File: src/rtl/mc_ctrl.sv
// Multi-cycle MIPS controller: FETCH/DECODE/EXEC/MEM/WB sequencing with combinational outputs.
// Define MC_CTRL_MDU_EN to add mult/div/mfhi/mflo/mthi/mtlo with a busy counter and MDUWAIT stall.
module mc_ctrl #(
   parameter int MUL_LAT = 5,
   parameter int DIV_LAT = 10
) (
   input  logic        clk,
   input  logic        reset,
   input  logic [31:0] instr,
   input  logic        cmp_true,
   output logic        pc_we,
   output logic        ir_we,
   output logic [2:0]  npc_op,
   output logic [3:0]  alu_op,
   output logic        ext_op,
   output logic        alu_b_sel,
   output logic        dm_we,
   output logic [2:0]  dm_op,
   output logic        grf_we,
   output logic [1:0]  grf_a3_sel,
   output logic [1:0]  grf_wd_sel,
   output logic        mdu_start,
   output logic [1:0]  mdu_op,
   output logic        mdu_mt,
   output logic        mdu_busy,
   output logic [2:0]  state,
   output logic        instr_done,
   output logic        illegal
);

   localparam logic [2:0] NPC_PC4 = 3'd0, NPC_BR = 3'd1, NPC_J = 3'd2, NPC_JR = 3'd3;
   localparam logic [3:0] ALU_ADD = 4'd0, ALU_SUB = 4'd1, ALU_OR = 4'd2, ALU_SLT = 4'd3, ALU_LUI = 4'd4;
   localparam logic [2:0] DM_W = 3'd0, DM_H = 3'd1, DM_HU = 3'd2, DM_B = 3'd3, DM_BU = 3'd4;
   localparam logic [1:0] A3_RT = 2'd0, A3_RD = 2'd1, A3_RA = 2'd2;
   localparam logic [1:0] WD_ALU = 2'd0, WD_DMRD = 2'd1, WD_PC4 = 2'd2, WD_HILO = 2'd3;

   typedef enum logic [2:0] {
      S_FETCH = 3'd0, S_DECODE = 3'd1, S_EXEC = 3'd2, S_MEM = 3'd3, S_WB = 3'd4, S_MDUWAIT = 3'd5
   } state_t;

   typedef enum logic [3:0] {
      C_ILL, C_J, C_JR, C_JAL, C_BEQ, C_LOAD, C_STORE, C_ALU_R, C_ALU_I,
      C_MDU_CALC, C_MDU_MF, C_MDU_MT
   } cls_t;

   state_t      state_reg, state_next;
   cls_t        cls;
   logic [3:0]  dec_alu;
   logic        dec_ext;
   logic [2:0]  dec_dm;
   logic [1:0]  dec_mdu_op;
   logic        mdu_load;
   logic [4:0]  mdu_lat;
   logic        busy_int;

   wire [5:0] opcode = instr[31:26];
   wire [5:0] funct  = instr[5:0];

   logic unused_fields;
   assign unused_fields = ^instr[25:6];

   always_comb begin
      cls        = C_ILL;
      dec_alu    = ALU_ADD;
      dec_ext    = 1'b0;
      dec_dm     = DM_W;
      dec_mdu_op = 2'd0;
      case (opcode)
         6'h00: begin
            case (funct)
               6'h21: cls = C_ALU_R;
               6'h23: begin cls = C_ALU_R; dec_alu = ALU_SUB; end
               6'h2a: begin cls = C_ALU_R; dec_alu = ALU_SLT; end
               6'h08: cls = C_JR;
`ifdef MC_CTRL_MDU_EN
               6'h18, 6'h19, 6'h1a, 6'h1b: begin cls = C_MDU_CALC; dec_mdu_op = funct[1:0]; end
               6'h10, 6'h12: cls = C_MDU_MF;
               6'h11, 6'h13: begin cls = C_MDU_MT; dec_mdu_op = {1'b0, funct[1]}; end
`endif
               default: cls = C_ILL;
            endcase
         end
         6'h0d: begin cls = C_ALU_I; dec_alu = ALU_OR; end
         6'h0f: begin cls = C_ALU_I; dec_alu = ALU_LUI; end
         6'h23: begin cls = C_LOAD;  dec_dm = DM_W;  end
         6'h21: begin cls = C_LOAD;  dec_dm = DM_H;  end
         6'h25: begin cls = C_LOAD;  dec_dm = DM_HU; end
         6'h20: begin cls = C_LOAD;  dec_dm = DM_B;  end
         6'h24: begin cls = C_LOAD;  dec_dm = DM_BU; end
         6'h2b: begin cls = C_STORE; dec_dm = DM_W;  end
         6'h29: begin cls = C_STORE; dec_dm = DM_H;  end
         6'h28: begin cls = C_STORE; dec_dm = DM_B;  end
         6'h04: cls = C_BEQ;
         6'h02: cls = C_J;
         6'h03: cls = C_JAL;
         default: cls = C_ILL;
      endcase
   end

   always_ff @(posedge clk or posedge reset) begin
      if (reset) state_reg <= S_FETCH;
      else       state_reg <= state_next;
   end

`ifdef MC_CTRL_MDU_EN
   logic [4:0] mdu_cnt_reg;

   always_ff @(posedge clk or posedge reset) begin
      if (reset)                  mdu_cnt_reg <= 5'd0;
      else if (mdu_load)          mdu_cnt_reg <= mdu_lat;
      else if (mdu_cnt_reg != 0)  mdu_cnt_reg <= mdu_cnt_reg - 5'd1;
   end

   assign busy_int = (mdu_cnt_reg != 5'd0);
`else
   logic unused_mdu;
   assign unused_mdu = mdu_load ^ (^mdu_lat);
   assign busy_int   = 1'b0;
`endif

   always_comb begin
      state_next = S_FETCH;
      pc_we      = 1'b0;
      ir_we      = 1'b0;
      npc_op     = NPC_PC4;
      alu_op     = ALU_ADD;
      ext_op     = 1'b0;
      alu_b_sel  = 1'b0;
      dm_we      = 1'b0;
      dm_op      = DM_W;
      grf_we     = 1'b0;
      grf_a3_sel = A3_RT;
      grf_wd_sel = WD_ALU;
      mdu_start  = 1'b0;
      mdu_op     = 2'd0;
      mdu_mt     = 1'b0;
      mdu_busy   = busy_int;
      instr_done = 1'b0;
      illegal    = 1'b0;
      mdu_load   = 1'b0;
      mdu_lat    = 5'd0;
      case (state_reg)
         S_FETCH: begin
            ir_we      = 1'b1;
            pc_we      = 1'b1;
            state_next = S_DECODE;
         end
         S_DECODE: begin
            case (cls)
               C_J:   begin pc_we = 1'b1; npc_op = NPC_J;  instr_done = 1'b1; end
               C_JR:  begin pc_we = 1'b1; npc_op = NPC_JR; instr_done = 1'b1; end
               C_JAL: begin
                  pc_we      = 1'b1;
                  npc_op     = NPC_J;
                  grf_we     = 1'b1;
                  grf_a3_sel = A3_RA;
                  grf_wd_sel = WD_PC4;
                  instr_done = 1'b1;
               end
               C_ILL: begin illegal = 1'b1; instr_done = 1'b1; end
               default: state_next = S_EXEC;
            endcase
         end
         S_EXEC: begin
            case (cls)
               C_BEQ: begin pc_we = cmp_true; npc_op = NPC_BR; instr_done = 1'b1; end
               C_LOAD, C_STORE: begin
                  alu_op = ALU_ADD; ext_op = 1'b1; alu_b_sel = 1'b1; state_next = S_MEM;
               end
               C_ALU_R: begin alu_op = dec_alu; state_next = S_WB; end
               C_ALU_I: begin
                  alu_op = dec_alu; ext_op = dec_ext; alu_b_sel = 1'b1; state_next = S_WB;
               end
               // Any HI/LO access while a mult/div is in flight must stall.
               C_MDU_CALC: begin
                  if (busy_int) state_next = S_MDUWAIT;
                  else begin
                     mdu_start  = 1'b1;
                     mdu_op     = dec_mdu_op;
                     mdu_load   = 1'b1;
                     mdu_lat    = dec_mdu_op[1] ? 5'(DIV_LAT) : 5'(MUL_LAT);
                     instr_done = 1'b1;
                  end
               end
               C_MDU_MF: state_next = busy_int ? S_MDUWAIT : S_WB;
               C_MDU_MT: begin
                  if (busy_int) state_next = S_MDUWAIT;
                  else begin
                     mdu_start  = 1'b1;
                     mdu_op     = dec_mdu_op;
                     mdu_mt     = 1'b1;
                     instr_done = 1'b1;
                  end
               end
               default: state_next = S_FETCH;
            endcase
         end
         S_MEM: begin
            dm_op = dec_dm;
            if (cls == C_STORE) begin
               dm_we      = 1'b1;
               instr_done = 1'b1;
            end else if (cls == C_LOAD) begin
               state_next = S_WB;
            end
         end
         S_WB: begin
            grf_we     = 1'b1;
            grf_a3_sel = (cls == C_ALU_R || cls == C_MDU_MF) ? A3_RD : A3_RT;
            grf_wd_sel = (cls == C_LOAD) ? WD_DMRD : (cls == C_MDU_MF) ? WD_HILO : WD_ALU;
            instr_done = 1'b1;
         end
         S_MDUWAIT: begin
`ifdef MC_CTRL_MDU_EN
            state_next = busy_int ? S_MDUWAIT : S_EXEC;
`else
            state_next = S_FETCH;
`endif
         end
         default: state_next = S_FETCH;
      endcase
      // Reset masks every control output, including FETCH's own enables.
      if (reset) begin
         pc_we      = 1'b0;
         ir_we      = 1'b0;
         npc_op     = 3'd0;
         alu_op     = 4'd0;
         ext_op     = 1'b0;
         alu_b_sel  = 1'b0;
         dm_we      = 1'b0;
         dm_op      = 3'd0;
         grf_we     = 1'b0;
         grf_a3_sel = 2'd0;
         grf_wd_sel = 2'd0;
         mdu_start  = 1'b0;
         mdu_op     = 2'd0;
         mdu_mt     = 1'b0;
         mdu_busy   = 1'b0;
         instr_done = 1'b0;
         illegal    = 1'b0;
      end
   end

   assign state = state_reg;

endmodule

File: config.mk
export PLATFORM = sky130hd
export DESIGN_NAME = mc_ctrl
export DESIGN_NICKNAME = d
export VERILOG_FILES = /design/src/rtl/mc_ctrl.sv
export SDC_FILE = /design/constraint.sdc
export NUM_CORES = 1
export LEC_CHECK = 0
export CAP_MARGIN = 10
export CORE_MARGIN = 2
export CORE_UTILIZATION = 35
export CTS_BUF_LIST = sky130_fd_sc_hd__clkbuf_16
export CTS_CLUSTER_SIZE = 12
export DETAILED_ROUTE_END_ITERATION = 8
export PLACE_DENSITY_LB_ADDON = 0.08
export SKIP_LAST_GASP = 1
export SLEW_MARGIN = 20
export SYNTH_ARGS = -nofsm -noshare
export SYNTH_HDL_FRONTEND = slang
export SYNTH_SLANG_ARGS = --single-unit
File: constraint.sdc
create_clock -name clk -period 4.1 [get_ports clk]
set_input_delay 0.615 -clock clk [delete_from_list [all_inputs] [get_ports clk]]
set_output_delay 0.615 -clock clk [all_outputs]
set_load 0.02 [all_outputs]
Word-level counts from Yosys, hierarchy flattened
Cells that the tools add are included.
{ "op_classes": {"add_sub_neg": 0, "div_mod_pow": 0, "reduce_logical": 19, "eq_ne": 32, "shift": 0, "bitwise": 0, "n_mul": 0, "magnitude_cmp": 0, "muxes": 58} }
{ "ops": {"columns": ["operator", "count"], "rows": [
  ["equality test 6 bit (second input constant)", 11],
  ["two-way mux 1 bit", 30],
  ["case mux 4 bit (7 select lines)", 1],
  ["case mux 3 bit (4 select lines)", 2],
  ["case mux 2 bit (2 select lines)", 5],
  ["equality test 6 x 4 -> 1 bit (second input constant)", 3],
  ["OR reduction 3 bit", 6],
  ["equality test 4 x 3 -> 1 bit (second input constant)", 4],
  ["equality test 4 bit (second input constant)", 4],
  ["two-way mux 3 bit", 5],
  ["OR reduction 2 bit", 7],
  ["equality test 6 x 2 -> 1 bit (second input constant)", 2],
  ["two-way mux 2 bit", 6],
  ["two-way mux 4 bit", 3],
  ["case mux 3 bit (2 select lines)", 2],
  ["case mux 4 bit (3 select lines)", 1],
  ["equality test 4 x 2 -> 1 bit (second input constant)", 2],
  ["equality test 3 x 2 -> 1 bit (second input constant)", 2],
  ["equality test 6 x 3 -> 1 bit (second input constant)", 1],
  ["zero test 6 bit", 1],
  ["OR reduction 5 bit", 1],
  ["equality test 4 x 1 -> 1 bit (second input constant)", 1],
  ["zero test 4 bit", 1],
  ["case mux 1 bit (4 select lines)", 1],
  ["7 further kinds", 7]
]} }
{ "totals": {"latch_bits": 0, "rom_bits": 0, "mem_bits_rw": 0, "memories": 0, "register_bits": 3, "out_inout_bits": 30, "wordCells": 110, "input_bits": 35} }

Depth between registers and ports, before layout
{ "logic_depth": {"word_depth": 9, "ltp_mapped": 7, "ltp_nobuf": 6} }

Worst setup path after synthesis
OpenSTA, ideal clock, no wires.
{ "synth_timing": {"kind": "input -> output", "from": "input instr[3]", "to": "output grf_a3_sel[1]", "t_arrival_ns": 2.505, "path_buffers": 0, "slack_ns": 0.980, "path_stages": 5, "required_ns": 3.485, "cell_sequence": "and3b_1 -> o2111ai_4 -> nand2_4 -> or4_4 -> a2111oi_1"} }
{ "synth_between": {"elab_chain_cells": 8, "word_cells_on_any_way": 11} }
{ "synth_lines": {"columns": ["item", "line_no", "source"], "rows": [
  ["from (decl)", "9", "input logic [31:0] instr,"],
  ["equality test 6 bit", "70", "case (funct)"],
  ["OR reduction 3 bit (no source line)", null, null],
  ["case mux 3 bit (2 select lines) *", "70", null],
  ["case mux 4 bit (7 select lines) *", "68", "case (opcode)"],
  ["equality test 4 x 2 -> 1 bit *", "149", "case (cls)"],
  ["two-way mux 2 bit *", "149", null],
  ["case mux 2 bit (2 select lines) *", "142", "case (state_reg)"],
  ["two-way mux 2 bit *", "223", "if (reset) begin"],
  ["to (decl)", "20", "output logic [1:0] grf_a3_sel,"]
]} }
Every way passes the cells marked *; elsewhere a longest branch is shown, timed or not.

Final worst setup path
{ "layout_timing": {"from": "input instr[29]", "to": "output instr_done"} }
{ "layout_between": {"elab_chain_cells": 8, "word_cells_on_any_way": 33} }
{ "layout_lines": {"columns": ["item", "line_no", "source"], "rows": [
  ["equality test 6 bit / equality test 6 x 4 -> 1 bit (equally long branches)", "68", null],
  ["OR reduction 5 bit (no source line), or another cell as far along", null, null],
  ["case mux 4 bit (7 select lines) *", "68", null],
  ["equality test 4 x 2 -> 1 bit, or another cell as far along", "149", null],
  ["OR reduction 4 bit (no source line) / OR reduction 3 bit (equally long branches)", null, null],
  ["two-way mux 1 bit (on tied branches)", null, null],
  ["case mux 1 bit (4 select lines) *", "142", null],
  ["two-way mux 1 bit *", "223", null],
  ["to (decl)", "27", "output logic instr_done,"]
]} }
Marks and branches as above.

==> results <==
- The placed wire-length estimate after detailed placement is 1.77 mm.
- The library cell used most frequently in the layout, excluding fill and tap cells, is clkdlybuf4s50_1.
- For this design the top-level I/O count stands at 65.
- Dividing the detail-routed wire length by the instance count gives around 13 µm.
- The die is between 50 and 60 µm wide.
- The final net count is ~180.
- In this run the worst path has a maximum fanout of 11.
- The congestion estimate from routability-driven global placement came to 0.798.
- The count of placed standard cells in the final layout, fillers left out is ~170.
- The maximum vdd drop is 249 µV.
- The placed cell count is 167.
- The chip height is 51.3 µm.
- The buffer levels on the longest clock path is 2.
- STA puts the critical path data arrival time at between 3 and 4 ns.
- Setup repair after global routing left no endpoint under its margin.
- The ratio of cells with drive above 1 in the final layout is 0.133.
- Of the post-synthesis cell area, the dominant cell type holds 0.0958.
- The category of the most critical setup path is in2out.
- The flip-flop count of the largest register after layout is 3.
- The cell area after synthesis is 783 µm².
- Clock tree synthesis inserted a total of 3 buffers.
- Subtracting the final worst setup slack from the clock period gives about 3.9 ns.
- In this run, the number of DRC markers left after iteration 0 of detailed routing was 19.
- TritonCTS built the clock tree.
- The insertion delay to the later sink of the worst-skew pair is approximately 0.23 ns.
- At the worst endpoint, the required time is 3.48 ns.
- The repair_antennas step left the layout with diodes totalling 0.
- The final number of max-transition violations came to 0.
- In this run the most critical hold path is launched from state[0]$_DFF_PP0_.
- Input and output buffers added on the ports amount to 37.
- Once layout is complete, the utilization of the core stands at 0.565.
- The pre-CTS setup slack is roughly 0.16 ns.
- The kind of launch point of the worst setup path is an input pin.
- Buffers inserted to repair hold after CTS numbered 0.
- The first global-routing pass estimated about 3.6 mm of wire.
- For the final routed database, the setup TNS stands at 0 ns.
- Synthesis inferred 3 register bits.
- Summing all placed instances gives a cell area of approximately 0.0011 mm².
- Clock tree synthesis selected as its root buffer the cell clkbuf_16.
- Counting cells, the worst reg-to-reg path comes to 3.
- For this run, the top clock speed supported by timing is between 200 and 300 MHz.
- After synthesis, the cell types taking the most area are dfrtp_1 (9.6%), buf_4 (6.7%), nor2_1 (6.2%), nand2b_1 (4.8%), nor4b_2 (3.8%).
- The initial core utilization is 0.361.
- Summing all non-filler instances in the final layout gives an area of 0.00122 mm².
- The worst register-to-register path begins at state[0]$_DFF_PP0_.
- The number of instances on the worst hold path is 1.
- Clock tree synthesis found a total of 3 sinks.
- The total number of yosys warnings is 0.
- After layout, the worst setup slack is approximately 0.24 ns.
- The full die area is between 0.002 and 0.003 mm².
- The pin count of the biggest net entering global routing is 12.
- Compared with the post-synthesis result, the final layout area differs by 56.4%.
- The leakage power is 0.435 nW.
- The number of placement rows is 17.
- Summed over all instances, the cell type with the most area after synthesis is dfrtp_1.
- The number of hold violations in the final report is 0.
- The run finished with clean final reports.
- In the synthesized netlist the dominant register cell turns out to be dfrtp_1.
- The number of synthesized flops with an enable pin is 0.
- The initial antenna violation count is 0.
- The floorplan step defined a core boundary enclosing 0.00217 mm².
- The fraction of synthesis flops using an asynchronous set or reset pin is 1.00.
- The worst hold endpoint is state[0]$_DFF_PP0_.
- The share of the yosys chip area belonging to registers is 0.0958.
- The routed wire length is approximately 2.2 mm.
- After clock tree synthesis, the clock-pin slew on the worst setup and hold paths is about 0.03 ns.
- The pre-antenna-repair detailed-routing pass consisted of 5 iterations.
- Across the routed clock network, the largest skew measured is 0.00267 ns.
- Synthesis produced about 110 cells.
- In this run the register-to-register setup slack is approximately 3.0 ns.
- The endpoint class of the critical path is an output port.
- The power per unit of standard cell area is roughly 330 mW/mm².
- The share of the cycle needed by the critical path after routing is 0.942.
- In the global route stage, overall resource usage came out at 0.181.
- In the layout the commonest cells are clkdlybuf4s50_1 (37), nor2_1 (13), conb_1 (7).
- CTS built an H-tree with a depth of 1.
- The reg-to-reg critical path endpoint is state[1]$_DFF_PP0_.
- The via total after detailed routing is between 800 and 900.
- The number of library cell types mapped by synthesis is 43.
- The number of maximum-capacitance constraint violations is 0.
- The via density per instance is a little over 5.
- After synthesis, the mean cell area works out to between 7 and 8 µm².
- The count of nets left with antenna violations once routing finished came out at 0.
- The residual DRC count is 0.
- The remaining global-route overflow is 0.
- The number of setup violations in the final report is 0.
- The path class of the lowest-slack min-delay path is reg2reg.
- The number of global-route vias before repair is approximately 790.
worst max-delay path, cell delays in order:
cell	delay (ns)
clkdlybuf4s50_1	0.59
nor2_4	0.23
nor4b_2	0.27
a32oi_2	0.22
and2_1	0.23
a2111oi_1	0.45
nor3_1	0.09
clkdlybuf4s50_1	0.55
cell families after synthesis:
logic type / share of synthesized area
other: 0.00479
flip-flops: 0.0958
multiplexers: 0.0144
buffers and inverters: 0.115
XOR/XNOR: 0.0224
AO/OA/AOI/OAI: 0.252
AND/OR/NAND/NOR: 0.495
cell type report:
cell class | count | area (µm²)
fillers | 207 | 945
multi-input cells | 95 | 647
clock buffers | 3 | 75.1
repair buffers | 38 | 378
clock inverters | 1 | 3.75
inverters | 3 | 11.3
well taps | 28 | 35.0
flip-flops and latches | 3 | 75.1
stage by stage:
step                      hold WS, ns  total power, W
final                           0.616        0.000401
after detailed placement        0.602        0.000244
after global placement          0.608        0.000242
after global routing            0.675        0.000426
after CTS                       0.608        0.000401
after floorplan                 0.396        0.000177
how the worst max path moves through the flow:
stage | endpoint | slack (ns) | start | depth (start not counted)
3_3_place_gp | instr_done | 0.21 | instr[29] | 8
3_5_place_dp | instr_done | 0.16 | instr[29] | 8
4_1_cts | instr_done | 0.16 | instr[29] | 8
2_1_floorplan | grf_a3_sel[1] | 0.98 | instr[3] | 5
6_report | instr_done | 0.24 | instr[29] | 8
5_1_grt | instr_done | 0.01 | instr[29] | 8
cells in the mapped netlist, types with 4 or more instances:
| cell | count |
|---|---|
| nor2_1 | 13 |
| nand3_1 | 5 |
| or3_1 | 4 |
| nor3_1 | 5 |
| nand2_1 | 6 |
| nand2b_1 | 6 |
| a21oi_1 | 4 |
| buf_4 | 7 |
repair_timing:
action | 4_1_cts | 5_1_grt
setup endpoints to repair | 0 | 1
buffers inserted | 0 | 0
gates resized for setup | 0 | 2
per-layer routing:
| metal | track usage | up-vias | part of all wire |
|---|---|---|---|
| met2 | 0.292 | 37 | 0.46 |
| met1 | 0.231 | 388 | 0.46 |
| met3 | 0.0439 | 5 | 0.062 |
| met5 | 0 | - | 0 |
| li1 | - | 458 | - |
| met4 | 0.0702 | 0 | 0.018 |
power by group:
| part | leakage (nW) | internal [W] | switching, W |
|---|---|---|---|
| sequential | 0.0393 | 0.0000372 | 0.0000187 |
| combinational | 0.353 | 0.0000867 | 0.000103 |
| clock | 0.0423 | 0.000126 | 0.0000298 |
| total | 0.435 | 0.000250 | 0.000151 |
Power figures use the tool's default switching activity.
